File: src/rtl/alu_opnd_stage.sv
// ALU operand-conditioning stage: decodes invert/carry controls from the instruction and
// holds conditioned operands in a valid/ready register with optional two-entry skid buffer.
module alu_opnd_stage #(
  parameter int DATA_W = 16,
  parameter bit SKID   = 1'b1
) (
  input  logic              clk,
  input  logic              rst,
  input  logic              in_valid,
  output logic              in_ready,
  input  logic [15:0]       instr,
  input  logic [DATA_W-1:0] op_a,
  input  logic [DATA_W-1:0] op_b,
  input  logic              flush,
  output logic              out_valid,
  input  logic              out_ready,
  output logic [15:0]       out_instr,
  output logic [DATA_W-1:0] out_a,
  output logic [DATA_W-1:0] out_b,
  output logic              out_cin,
  output logic              out_inva,
  output logic              out_invb,
  output logic [1:0]        occupancy
);

  // state    | meaning
  // ST_EMPTY | no entry held
  // ST_BUSY  | main register holds the head entry
  // ST_FULL  | main holds head, skid holds the next entry; input stalled
  typedef enum logic [1:0] {ST_EMPTY, ST_BUSY, ST_FULL} state_t;

  typedef struct packed {
    logic [15:0]       instr;
    logic [DATA_W-1:0] a;
    logic [DATA_W-1:0] b;
    logic              cin;
    logic              inva;
    logic              invb;
  } entry_t;

  state_t state_q, state_d;
  entry_t main_q, main_d;
  entry_t skid_q, skid_d;
  entry_t in_entry;
  logic   dec_inva, dec_invb, dec_cin;
  logic   in_fire;

  always_comb begin
    dec_inva = 1'b0;
    dec_invb = 1'b0;
    dec_cin  = 1'b0;
    if (instr[15:11] == 5'b01011) begin
      dec_invb = 1'b1;
    end else if (instr[15:11] == 5'b11011 && instr[1:0] == 2'b11) begin
      dec_invb = 1'b1;
    end else if (instr[15:11] == 5'b11011 && instr[1:0] == 2'b01) begin
      dec_inva = 1'b1;
      dec_cin  = 1'b1;
    end else if (instr[15:11] == 5'b01001) begin
      dec_inva = 1'b1;
      dec_cin  = 1'b1;
    end else if (instr[15:11] == 5'b11100 || instr[15:11] == 5'b11101 ||
                 instr[15:11] == 5'b11110) begin
      dec_invb = 1'b1;
      dec_cin  = 1'b1;
    end
  end

  always_comb begin
    in_entry.instr = instr;
    in_entry.a     = dec_inva ? ~op_a : op_a;
    in_entry.b     = dec_invb ? ~op_b : op_b;
    in_entry.cin   = dec_cin;
    in_entry.inva  = dec_inva;
    in_entry.invb  = dec_invb;
  end

  assign out_valid = (state_q != ST_EMPTY);
  // Without a skid entry, a full stage can only accept when the head leaves this cycle.
  assign in_ready  = SKID ? (state_q != ST_FULL) : (!out_valid || out_ready);
  assign in_fire   = in_valid && in_ready;

  always_comb begin
    state_d = state_q;
    main_d  = main_q;
    skid_d  = skid_q;
    case (state_q)
      ST_EMPTY: begin
        if (in_fire) begin
          main_d  = in_entry;
          state_d = ST_BUSY;
        end
      end
      ST_BUSY: begin
        if (in_fire && out_ready) begin
          main_d = in_entry;
        end else if (in_fire) begin
          skid_d  = in_entry;
          state_d = ST_FULL;
        end else if (out_ready) begin
          state_d = ST_EMPTY;
        end
      end
      ST_FULL: begin
        if (out_ready) begin
          main_d  = skid_q;
          state_d = ST_BUSY;
        end
      end
      default: state_d = ST_EMPTY;
    endcase
    if (flush) begin
      state_d = ST_EMPTY;
    end
  end

  always_ff @(posedge clk or posedge rst) begin
    if (rst) begin
      state_q <= ST_EMPTY;
      main_q  <= '0;
      skid_q  <= '0;
    end else begin
      state_q <= state_d;
      main_q  <= main_d;
      skid_q  <= skid_d;
    end
  end

  always_comb begin
    occupancy = 2'd0;
    case (state_q)
      ST_BUSY: occupancy = 2'd1;
      ST_FULL: occupancy = 2'd2;
      default: occupancy = 2'd0;
    endcase
  end

  assign out_instr = main_q.instr;
  assign out_a     = main_q.a;
  assign out_b     = main_q.b;
  assign out_cin   = main_q.cin;
  assign out_inva  = main_q.inva;
  assign out_invb  = main_q.invb;

endmodule

File: config.mk
export PLATFORM = sky130hd
export DESIGN_NAME = alu_opnd_stage
export DESIGN_NICKNAME = d
export VERILOG_FILES = /design/src/rtl/alu_opnd_stage.sv
export SDC_FILE = /design/constraint.sdc
export NUM_CORES = 1
export LEC_CHECK = 0
export BUFFER_PORTS_ARGS = -buffer_cell sky130_fd_sc_hd__buf_2
export CAP_MARGIN = 20
export CELL_PAD_IN_SITES_DETAIL_PLACEMENT = 0
export CELL_PAD_IN_SITES_GLOBAL_PLACEMENT = 1
export CORE_MARGIN = 3
export CORE_UTILIZATION = 26
export DETAILED_ROUTE_END_ITERATION = 8
export PLACE_DENSITY = 0.5
export RECOVER_POWER = 25
export SLEW_MARGIN = 20
export SYNTH_ARGS = -nofsm -noshare
export SYNTH_HDL_FRONTEND = slang
export SYNTH_SLANG_ARGS = --single-unit
File: constraint.sdc
create_clock -name clk -period 9.68 [get_ports clk]
set_clock_uncertainty 0.1 [all_clocks]
set_input_delay 0.968 -clock clk [delete_from_list [all_inputs] [get_ports clk]]
set_output_delay 0.968 -clock clk [all_outputs]
set_load 0.005 [all_outputs]
==> results.json, run 1 <==
{
  "dp.cells": 759,
  "rrSetupSlack_ns": 7.27,
  "n_antenna_cell": 0,
  "fin_tns_setup_ns": 0,
  "cellPowerDensity_mw_per_mm2": 201,
  "finalMaxSlewViolations": 38,
  "arrival_ns": 2.28,
  "async_reset_ff_share_pct": 100,
  "clk_latency_ns": 0.35,
  "grt_max_degree": 87,
  "synth_seq_cells": 104,
  "p_sw_w": 0.000319,
  "io_pins": 108,
  "syn-instance-count": 454,
  "setup_violations": 0,
  "vias": 3518,
  "fillers": 1891,
  "start_kind": "flip-flop",
  "ys_seq_area_share_pct": 55.9,
  "grt_overflow": 0,
  "design_area_mm2": 0.00562,
  "nets": 599,
  "m1WireLength_um": 5960,
  "wl_met2_um": 6090,
  "synth-compound-area-share_pct": 17.2,
  "hold_depth": 2,
  "r2r_cells": 5,
  "peakVddDrop_mv": 0.0834,
  "hold_path_end": "skid_q[43]",
  "holdBufCountCts": 0,
  "synth_top_family_by_area": "compound AO/OA/AOI/OAI gates",
  "pwr-share-comb_pct": 16.7,
  "swShare_pct": 28.3,
  "endpoint_kind": "output port",
  "wirelength_um": 12700,
  "path_clk_slew_ns": 0.07,
  "max_stage_delay_ns": 0.72,
  "synth_area_per_cell_um2": 10.2,
  "ys_types": 48,
  "drt_pass1_iterations": 4,
  "htree_levels": 3,
  "grt_pass1_wl_um": 20500,
  "core_area_mm2": 0.0174,
  "grt_pass1_vias": 3758,
  "min_path_type": "reg2reg",
  "p_clk_share_pct": 32.7,
  "yosys_warnings": 0,
  "timing.final.crit_share_pct": 34.6,
  "drt-vias-per-instance": 4.53,
  "r2r-start": "state_q[0]",
  "drt-wirelength-per-cell_um": 16.4,
  "critPathSlowestCell": "inv_1",
  "yosys.area_share.simple_pct": 14.1,
  "dp_hpwl_um": 8080,
  "die_y_um": 140,
  "wl_met3_um": 429,
  "drc": 0,
  "status": "complete, but fails checks",
  "cts_resized": 0,
  "max_freq_mhz": 298,
  "tightestPinTransition_ns": 1.78,
  "cts_tree": "yes",
  "dieWidth_um": 140,
  "cts.sinks": 104,
  "power_frac_seq_pct": 50.6,
  "io_buffers": 107,
  "cap_violations": 1,
  "antenna_found_initial": 0,
  "root_buffer": "clkbuf_16",
  "syn_nets": 507,
  "synth_flop_cell": "dfrtp_1",
  "top_layer_used": "met4",
  "period_needed_ns": 3.35,
  "mappedNetlistArea_mm2": 0.00465,
  "max-clock-path-buffers": 2,
  "setup.worst_path.class": "reg2out",
  "synthMuxAreaShare_pct": 0.457,
  "rsz0062_at_grt": "false",
  "synthAdderAreaFrac_pct": 0,
  "initial_core_util_pct": 26.7,
  "dr.first_iter.drc_count": 148,
  "place_area_mm2": 0.00532,
  "postCtsSetupRepairBufs": 0,
  "cts_made_buffers": 9,
  "synth_edf_count": 0,
  "drive_gt1_share_pct": 25.4,
  "synth-xor-area-share_pct": 7.56,
  "syn_to_final_growth_pct": 20.8,
  "postRouteAntennaNets": 0,
  "finalWeightedCongestion": 0.713,
  "die-area_mm2": 0.0195,
  "finalNonFillerCells": 776,
  "violations": "capacitance limit, slew limit",
  "power.leakage_nw": 2.53,
  "path_max_fanout": 21,
  "hold_viol": 0,
  "r2r-end": "out_inva",
  "whs_ns": 0.377,
  "rows": 48,
  "maxSlewHeadroom_pct": -19.2,
  "path_cells": "nand2b_1 > inv_1 > buf_2",
  "grt_usage_pct": 13.4,
  "hold_path.startpoint": "skid_q[43]",
  "crit_required_ns": 8.61,
  "power.internal_w": 0.000810
}
## power groups by stage
stage | Clock [W] | Combinational, W | Sequential, W
2_1_floorplan | 0 | 0.000117 | 0.000570
3_3_place_gp | 0 | 0.000191 | 0.000576
3_5_place_dp | 0 | 0.000196 | 0.000579
4_1_cts | 0.000385 | 0.000197 | 0.000571
5_1_grt | 0.000403 | 0.000219 | 0.000581
6_report | 0.000370 | 0.000189 | 0.000571
## worst max-delay path by stage
stage / startpoint / endpoint / slack (ns) / depth (start not counted)
3_5_place_dp: state_q[1] / occupancy[1] / 6.61 / 3
4_1_cts: state_q[1] / occupancy[1] / 6.23 / 3
6_report: state_q[1] / occupancy[1] / 6.33 / 3
3_3_place_gp: state_q[1] / occupancy[1] / 6.63 / 3
5_1_grt: state_q[1] / occupancy[1] / 6.04 / 3
2_1_floorplan: rst / out_a[0] / 5.88 / 1
## layer usage
metal	GRT usage, %	vias up
met3	2.54	16
met4	4.90	0
li1	-	1715
met1	17.5	1715
met5	0	-
met2	22.2	72
## layout make-up
| cell class | count | area (um2) | share of cell area [%] |
|---|---|---|---|
| clock buffers | 11 | 243 | 4.32 |
| clock inverters | 5 | 56.3 | 1.00 |
| inverters | 3 | 12.5 | 0.223 |
| multi-input cells | 317 | 1860 | 33.1 |
| flip-flops and latches | 104 | 2600 | 46.3 |
| well taps | 225 | 282 | 5.01 |
| repair buffers | 111 | 564 | 10.0 |
## cell usage in the layout, fill, tap and decap left out, types with 2 or more instances in the layout
| cell | n |
|---|---|
| clkbuf_16 | 9 |
| nor2_1 | 19 |
| o21ai_1 | 23 |
| xnor2_1 | 16 |
| a22oi_1 | 11 |
| xor2_1 | 8 |
| a21oi_1 | 19 |
| dfrtp_1 | 104 |
| clkbuf_1 | 18 |
| xor2_2 | 7 |
| o21ai_2 | 2 |
| o22ai_1 | 17 |
| nor2b_1 | 2 |
| nand2_1 | 118 |
| buf_4 | 3 |
| a31oi_1 | 16 |
| o21ai_0 | 28 |
| buf_2 | 90 |
| inv_1 | 2 |
| a22oi_2 | 5 |
| clkinv_2 | 2 |
## critical path, delay by kind of cell (launching register included)
family	cells	cell delay, ns
DFF	1	0.51
and+or+nand+nor	1	0.47
buffers and inverters	2	0.96
## cell usage after synthesis (2+ instances only)
cell type / number / area share [%]
nand2_1: 119 / 9.6
dfrtp_1: 104 / 56
o21ai_0: 28 / 3.0
o21ai_1: 23 / 2.5
a21oi_1: 19 / 2.0
nor2_1: 19 / 1.5
o22ai_1: 18 / 2.4
a31oi_1: 16 / 2.2
xnor2_1: 16 / 3.0
buf_2: 14 / 1.5
a22oi_1: 11 / 1.8
xor2_1: 8 / 1.5
xor2_2: 7 / 2.4
a22oi_2: 5 / 1.3
buf_6: 5 / 1.2
clkbuf_1: 5 / 0.40
buf_4: 3 / 0.48
inv_1: 3 / 0.24
o21ai_2: 2 / 0.38
## kinds of logic (layout without fill, tap and decap cells)
logic type | count (synthesis) | in the layout
simple gates | 154 | 154
compound gates | 129 | 129
flops | 104 | 104
buf+inv | 33 | 130
xor+xnor | 32 | 32
mux | 2 | 2
## through the flow
stage               total power, W  util [%]  worst slack (ns)
global route               0.00120      32.3              6.04
floorplan                 0.000687         -              5.88
global placement          0.000766      30.5              6.63
CTS                        0.00115      32.3              6.23
detailed placement        0.000776      30.5              6.61
finish                     0.00113      32.3              6.33
## sequential cells by signal, summed over array words and instances (netlist names)
name and cells:
out_cin 1, state_q 2, skid_q 51, out_instr 16
out_b 16, out_invb 1, out_a 16, out_inva 1
Note: power is estimated with default switching activity, not from simulation.
==> run 2: changes to the inputs <==
Clock period 9.68 ns to 3.5 ns, I/O delays scaled along.
==> run 2 against run 1 <==
  * The flow still finishes with violations (capacitance limit, slew limit)
  * Sequential power rose to 2.8 times the previous value
  * Register-to-register slack got worse by 5.9 ns
  * First-iteration DRC count fell by 16%
  * Routed wire length fell by 3.4%
  * Via count rose by 0.43%
  * Final cell count rose by 0.52%
  * Die area did not move
  * Sequential share of layout area fell by 0.22 points
  * Largest power group unchanged
==> results.json, run 2 (synthesis gave the netlist of run 1 again) <==
{
  "status": "complete, but fails checks",
  "violations": "capacitance limit, slew limit",
  "nets": 603,
  "period_needed_ns": 2.47,
  "use_met3_pct": 2.92,
  "grt_pass1_wl_um": 19800,
  "postCtsSetupRepairBufs": 0,
  "hold_viol": 0,
  "peakVddDrop_mv": 0.232,
  "dieWidth_um": 140,
  "finalWeightedCongestion": 0.737,
  "dr.first_iter.drc_count": 124,
  "rsz0062_at_grt": "false",
  "core_area_mm2": 0.0174,
  "r2r-start": "state_q[1]",
  "initial_core_util_pct": 26.7,
  "grt-busiest-layer": "met2",
  "crit_required_ns": 3.05,
  "min_path_type": "in2reg",
  "postLayoutCoreUtil_pct": 32.4,
  "fin_tns_setup_ns": 0,
  "drt-wirelength-per-cell_um": 15.8,
  "htree_levels": 3,
  "wirelength_um": 12300,
  "grt_pass1_vias": 3662,
  "rows": 48,
  "layout_common_cells": "nand2_1, dfrtp_1, buf_2, o21ai_0, o21ai_1",
  "maxSlewHeadroom_pct": -26.2,
  "path_max_fanout": 21,
  "drive_gt1_share_pct": 25.8,
  "r2r-end": "out_inva",
  "final_common_cell": "nand2_1",
  "die-area_mm2": 0.0195,
  "drc": 0,
  "cp-endpoint": "occupancy[1]",
  "start_kind": "flip-flop",
  "clk_latency_ns": 0.34,
  "postRouteAntennaNets": 0,
  "power.leakage_nw": 2.55,
  "syn_to_final_growth_pct": 21.3,
  "max_freq_mhz": 405,
  "startpoint": "state_q[0]",
  "cts_resized": 0,
  "cts.sinks": 104,
  "dp_hpwl_um": 8110,
  "met1_usage_pct": 17.0,
  "max-clock-path-buffers": 2,
  "cts_made_buffers": 9,
  "cap_violations": 1,
  "fillers": 1822,
  "io_buffers": 107,
  "tightestPinTransition_ns": 1.88,
  "finalMaxSlewViolations": 40,
  "die_y_um": 140,
  "vias": 3533,
  "antenna_found_initial": 0,
  "timing.final.crit_share_pct": 70.6,
  "rrSetupSlack_ns": 1.33,
  "drt_pass1_iterations": 4,
  "top_register": "skid_q",
  "drt-vias-per-instance": 4.53,
  "setup.worst_path.class": "reg2out",
  "use_met2_pct": 20.9,
  "grt_max_degree": 87,
  "setup_violations": 0,
  "grt_overflow": 0,
  "endpoint_kind": "output port",
  "root_buffer": "clkbuf_16",
  "arrival_ns": 2.02,
  "n_antenna_cell": 0,
  "largest_reg_flops": 51,
  "path_clk_slew_ns": 0.06,
  "r2r_cells": 4,
  "io_pins": 108,
  "grt_usage_pct": 12.9,
  "cellPowerDensity_mw_per_mm2": 551,
  "cts_tree": "yes"
}
-- run 2: cell count changes in the layout (fill, tap and decap cells not counted), sizes merged --
cell and delta:
buf +1, dlygate4sd3 +1, clkbuf +2
-- run 2: area by class of cell --
type / instances / area (um2) / share of cell area, %
tap: 225 / 282 / 4.99
inverter: 3 / 12.5 / 0.222
timing repair buffer: 115 / 588 / 10.4
clock buffer: 11 / 243 / 4.30
sequential: 104 / 2600 / 46.1
multi-input combinational: 317 / 1860 / 33.0
clock inverter: 5 / 56.3 / 0.997
-- run 2: per-stage QoR --
step / worst slack (ns) / total power, W / hold WS [ns] / area (um2) / std cells
global route: 0.886 / 0.00332 / 0.0814 / 5650 / 780
global placement: 1.27 / 0.00213 / 0.343 / 5360 / 763
floorplan: 0.318 / 0.00190 / 0.316 / 4650 / 454
detailed placement: 1.25 / 0.00215 / 0.349 / 5360 / 763
CTS: 0.975 / 0.00318 / 0.0711 / 5670 / 780
finish: 1.03 / 0.00311 / 0.0791 / 5650 / 780
-- run 2: worst max-delay path, stage by stage, from the launching register on --
cell	delay (ns)
dfrtp_1	0.44
nand2b_1	0.17
buf_4	0.22
inv_1	0.59
buf_2	0.25
-- run 2: how the worst min path moves through the flow --
stage / slack, ns / end / depth (start not counted) / start
after floorplan: 0.32 / state_q[0] / 1 / flush
after global placement: 0.34 / out_instr[10] / 2 / rst
after detailed placement: 0.35 / out_instr[8] / 2 / rst
after CTS: 0.07 / state_q[0] / 2 / flush
after global routing: 0.08 / state_q[0] / 2 / flush
final: 0.08 / state_q[0] / 2 / flush
-- run 2: layer usage --
layer	share of wire [%]	wire, um
met1	46	5680
met3	4.2	515
met4	1.9	230
met5	0	0
met2	48	5860
-- run 2: repair_timing --
| item | CTS | global route |
|---|---|---|
| hold endpoints to repair | 39 | 0 |
| setup endpoints to repair | 0 | 0 |
| hold buffers | 1 | 0 |
-- run 2: power by group --
| part | total, W | switching, W | internal [W] |
|---|---|---|---|
| Clock | 0.00101 | 0.000439 | 0.000573 |
| Sequential | 0.00158 | 0.000138 | 0.00144 |
| Combinational | 0.000523 | 0.000293 | 0.000229 |
==> run 3: changes to the inputs <==
Settings changed: PLACE_DENSITY 0.5 to 0.52.
Clock period 3.5 ns to 2.2 ns, I/O delays scaled along.
==> run 3 against run 2 <==
  * The flow now finishes without violations
  * Setup slack got worse by 0.76 ns
  * Combinational power increased by 67%
  * Routed wire length increased by 1.1%
  * Via count increased by 2.1%
  * Power increased by 61%
  * Worst hold slack got worse by 0.046 ns
  * Utilization increased by 1.1 points
  * Count of clock-buffer cells in the layout decreased by 2
  * Register-to-register slack got worse by 0.86 ns
  * Critical path type unchanged
  * Critical endpoint unchanged
==> results.json, run 3 (synthesis gave the netlist of run 1 again) <==
{
  "grt_usage_pct": 13.3,
  "r2r_cells": 5,
  "vias": 3607,
  "status": "finished clean",
  "swShare_pct": 28.5,
  "cts_made_buffers": 9,
  "core_area_mm2": 0.0174,
  "hold_depth": 3,
  "initial_core_util_pct": 26.7,
  "crit_required_ns": 1.88,
  "drt-vias-per-instance": 4.53,
  "setup.worst_path.class": "reg2out",
  "syn_to_final_growth_pct": 25.7,
  "root_buffer": "clkbuf_16",
  "path_cells": "nand2b_1 > inv_1 > buf_12 > buf_2",
  "max-clock-path-buffers": 2,
  "cellPowerDensity_mw_per_mm2": 856,
  "dr.first_iter.drc_count": 138,
  "finalWeightedCongestion": 0.712,
  "n_antenna_cell": 0,
  "path_max_fanout": 13,
  "finalNonFillerCells": 796,
  "io_buffers": 107,
  "start_kind": "flip-flop",
  "postRouteAntennaNets": 0,
  "power_frac_seq_pct": 50.0,
  "die-area_mm2": 0.0195,
  "cap_violations": 0,
  "antenna_found_initial": 0,
  "cts_tree": "yes",
  "cts_resized": 0,
  "largest_reg_flops": 51,
  "drt-wirelength-per-cell_um": 15.6,
  "maxSlewHeadroom_pct": 10.5,
  "timing.final.crit_share_pct": 87.8,
  "cts.sinks": 104,
  "wirelength_um": 12400,
  "rsz0062_at_grt": "false",
  "endpoint_kind": "output port",
  "power.leakage_nw": 2.65,
  "rows": 48,
  "power.internal_w": 0.00358,
  "grt_pass1_vias": 3906,
  "min_path_type": "in2reg",
  "hold_viol": 0,
  "finalMaxSlewViolations": 0,
  "top_register": "skid_q",
  "nets": 619,
  "grt_overflow": 0,
  "layout_common_cells": "nand2_1, dfrtp_1, buf_2, o21ai_0, o21ai_1",
  "final_common_cell": "nand2_1",
  "pwr-share-comb_pct": 17.5,
  "arrival_ns": 1.61,
  "drive_gt1_share_pct": 28.4,
  "setup_violations": 0,
  "grt_pass1_wl_um": 20700,
  "path_clk_slew_ns": 0.07,
  "max_stage_delay_ns": 0.52,
  "drc": 0,
  "period_needed_ns": 1.93,
  "dp.cells": 769,
  "clk_latency_ns": 0.34,
  "power.total_w": 0.00500,
  "max_freq_mhz": 517,
  "dieWidth_um": 140,
  "drt_pass1_iterations": 4,
  "tightestPinTransition_ns": 1.34,
  "p_clk_share_pct": 32.6,
  "whs_ns": 0.0333,
  "p_sw_w": 0.00142,
  "fin_tns_setup_ns": 0,
  "htree_levels": 3,
  "peakVddDrop_mv": 0.363,
  "dp_hpwl_um": 8020,
  "critPathSlowestCell": "dfrtp_1",
  "grt_max_degree": 105,
  "die_y_um": 140,
  "io_pins": 108
}
[run 3: cell count changes in the layout (fill, tap and decap cells not counted), sizes merged]
cell         before  now
buf              95  114
clkbuf           30   15
dlygate4sd3       1   11
clkinv            3    1
clkinvlp          2    4
inv               2    4
[run 3: timing repair]
action | 4_1_cts | 5_1_grt
buffers inserted | 0 | 0
hold buffers | 11 | 0
hold endpoints to repair | 115 | 0
[run 3: routing by layer]
layer,track usage (%),vias to the layer above,share of wire (%)
met3,2.61,14,4.7
met4,5.56,0,1.9
met2,22.1,94,49
met1,16.9,1734,45
li1,-,1765,-
met5,0,-,0
[run 3: final timing paths]
kind | endpoint | slack, ns | startpoint
worst max-delay path | occupancy[1] | 0.27 | state_q[1]
worst min-delay path | skid_q[35] | 0.03 | instr[0]
worst max register to register | out_b[10] | 0.47 | state_q[1]
worst min register to register | skid_q[38] | 0.38 | skid_q[38]
max in group asynchronous | out_inva | 0.36 | rst
min in group asynchronous | skid_q[14] | 0.80 | rst
[run 3: cell type report]
class | count | area, um2
well taps | 225 | 282
multi-input cells | 317 | 1860
clock buffers | 9 | 225
clock inverters | 7 | 78.8
flip-flops and latches | 104 | 2600
repair buffers | 131 | 786
inverters | 3 | 15.0
fillers | 1824 | 11600
[run 3: critical path: cells and delay by family (launching register included)]
kind | cells | cell delay (ns)
flops | 1 | 0.52
simple gates | 1 | 0.11
buf+inv | 3 | 0.63
[run 3: per-stage QoR]
step                      cell area (um2)  utilization (%)  worst slack [ns]
final                                5850             33.6             0.267
after global routing                 5850             33.6            0.0680
after CTS                            5870             33.7             0.229
after detailed placement             5450             31.3             0.470
after global placement               5450             31.3             0.500
after floorplan                      4660                -             0.634
[run 3: power by group through the flow]
stage               sequential, W  clock, W  combinational [W]
finish                    0.00250   0.00163           0.000875
global route              0.00255   0.00177            0.00101
CTS                       0.00250   0.00172           0.000908
detailed placement        0.00254         0           0.000892
global placement          0.00253         0           0.000862
floorplan                 0.00251         0           0.000513
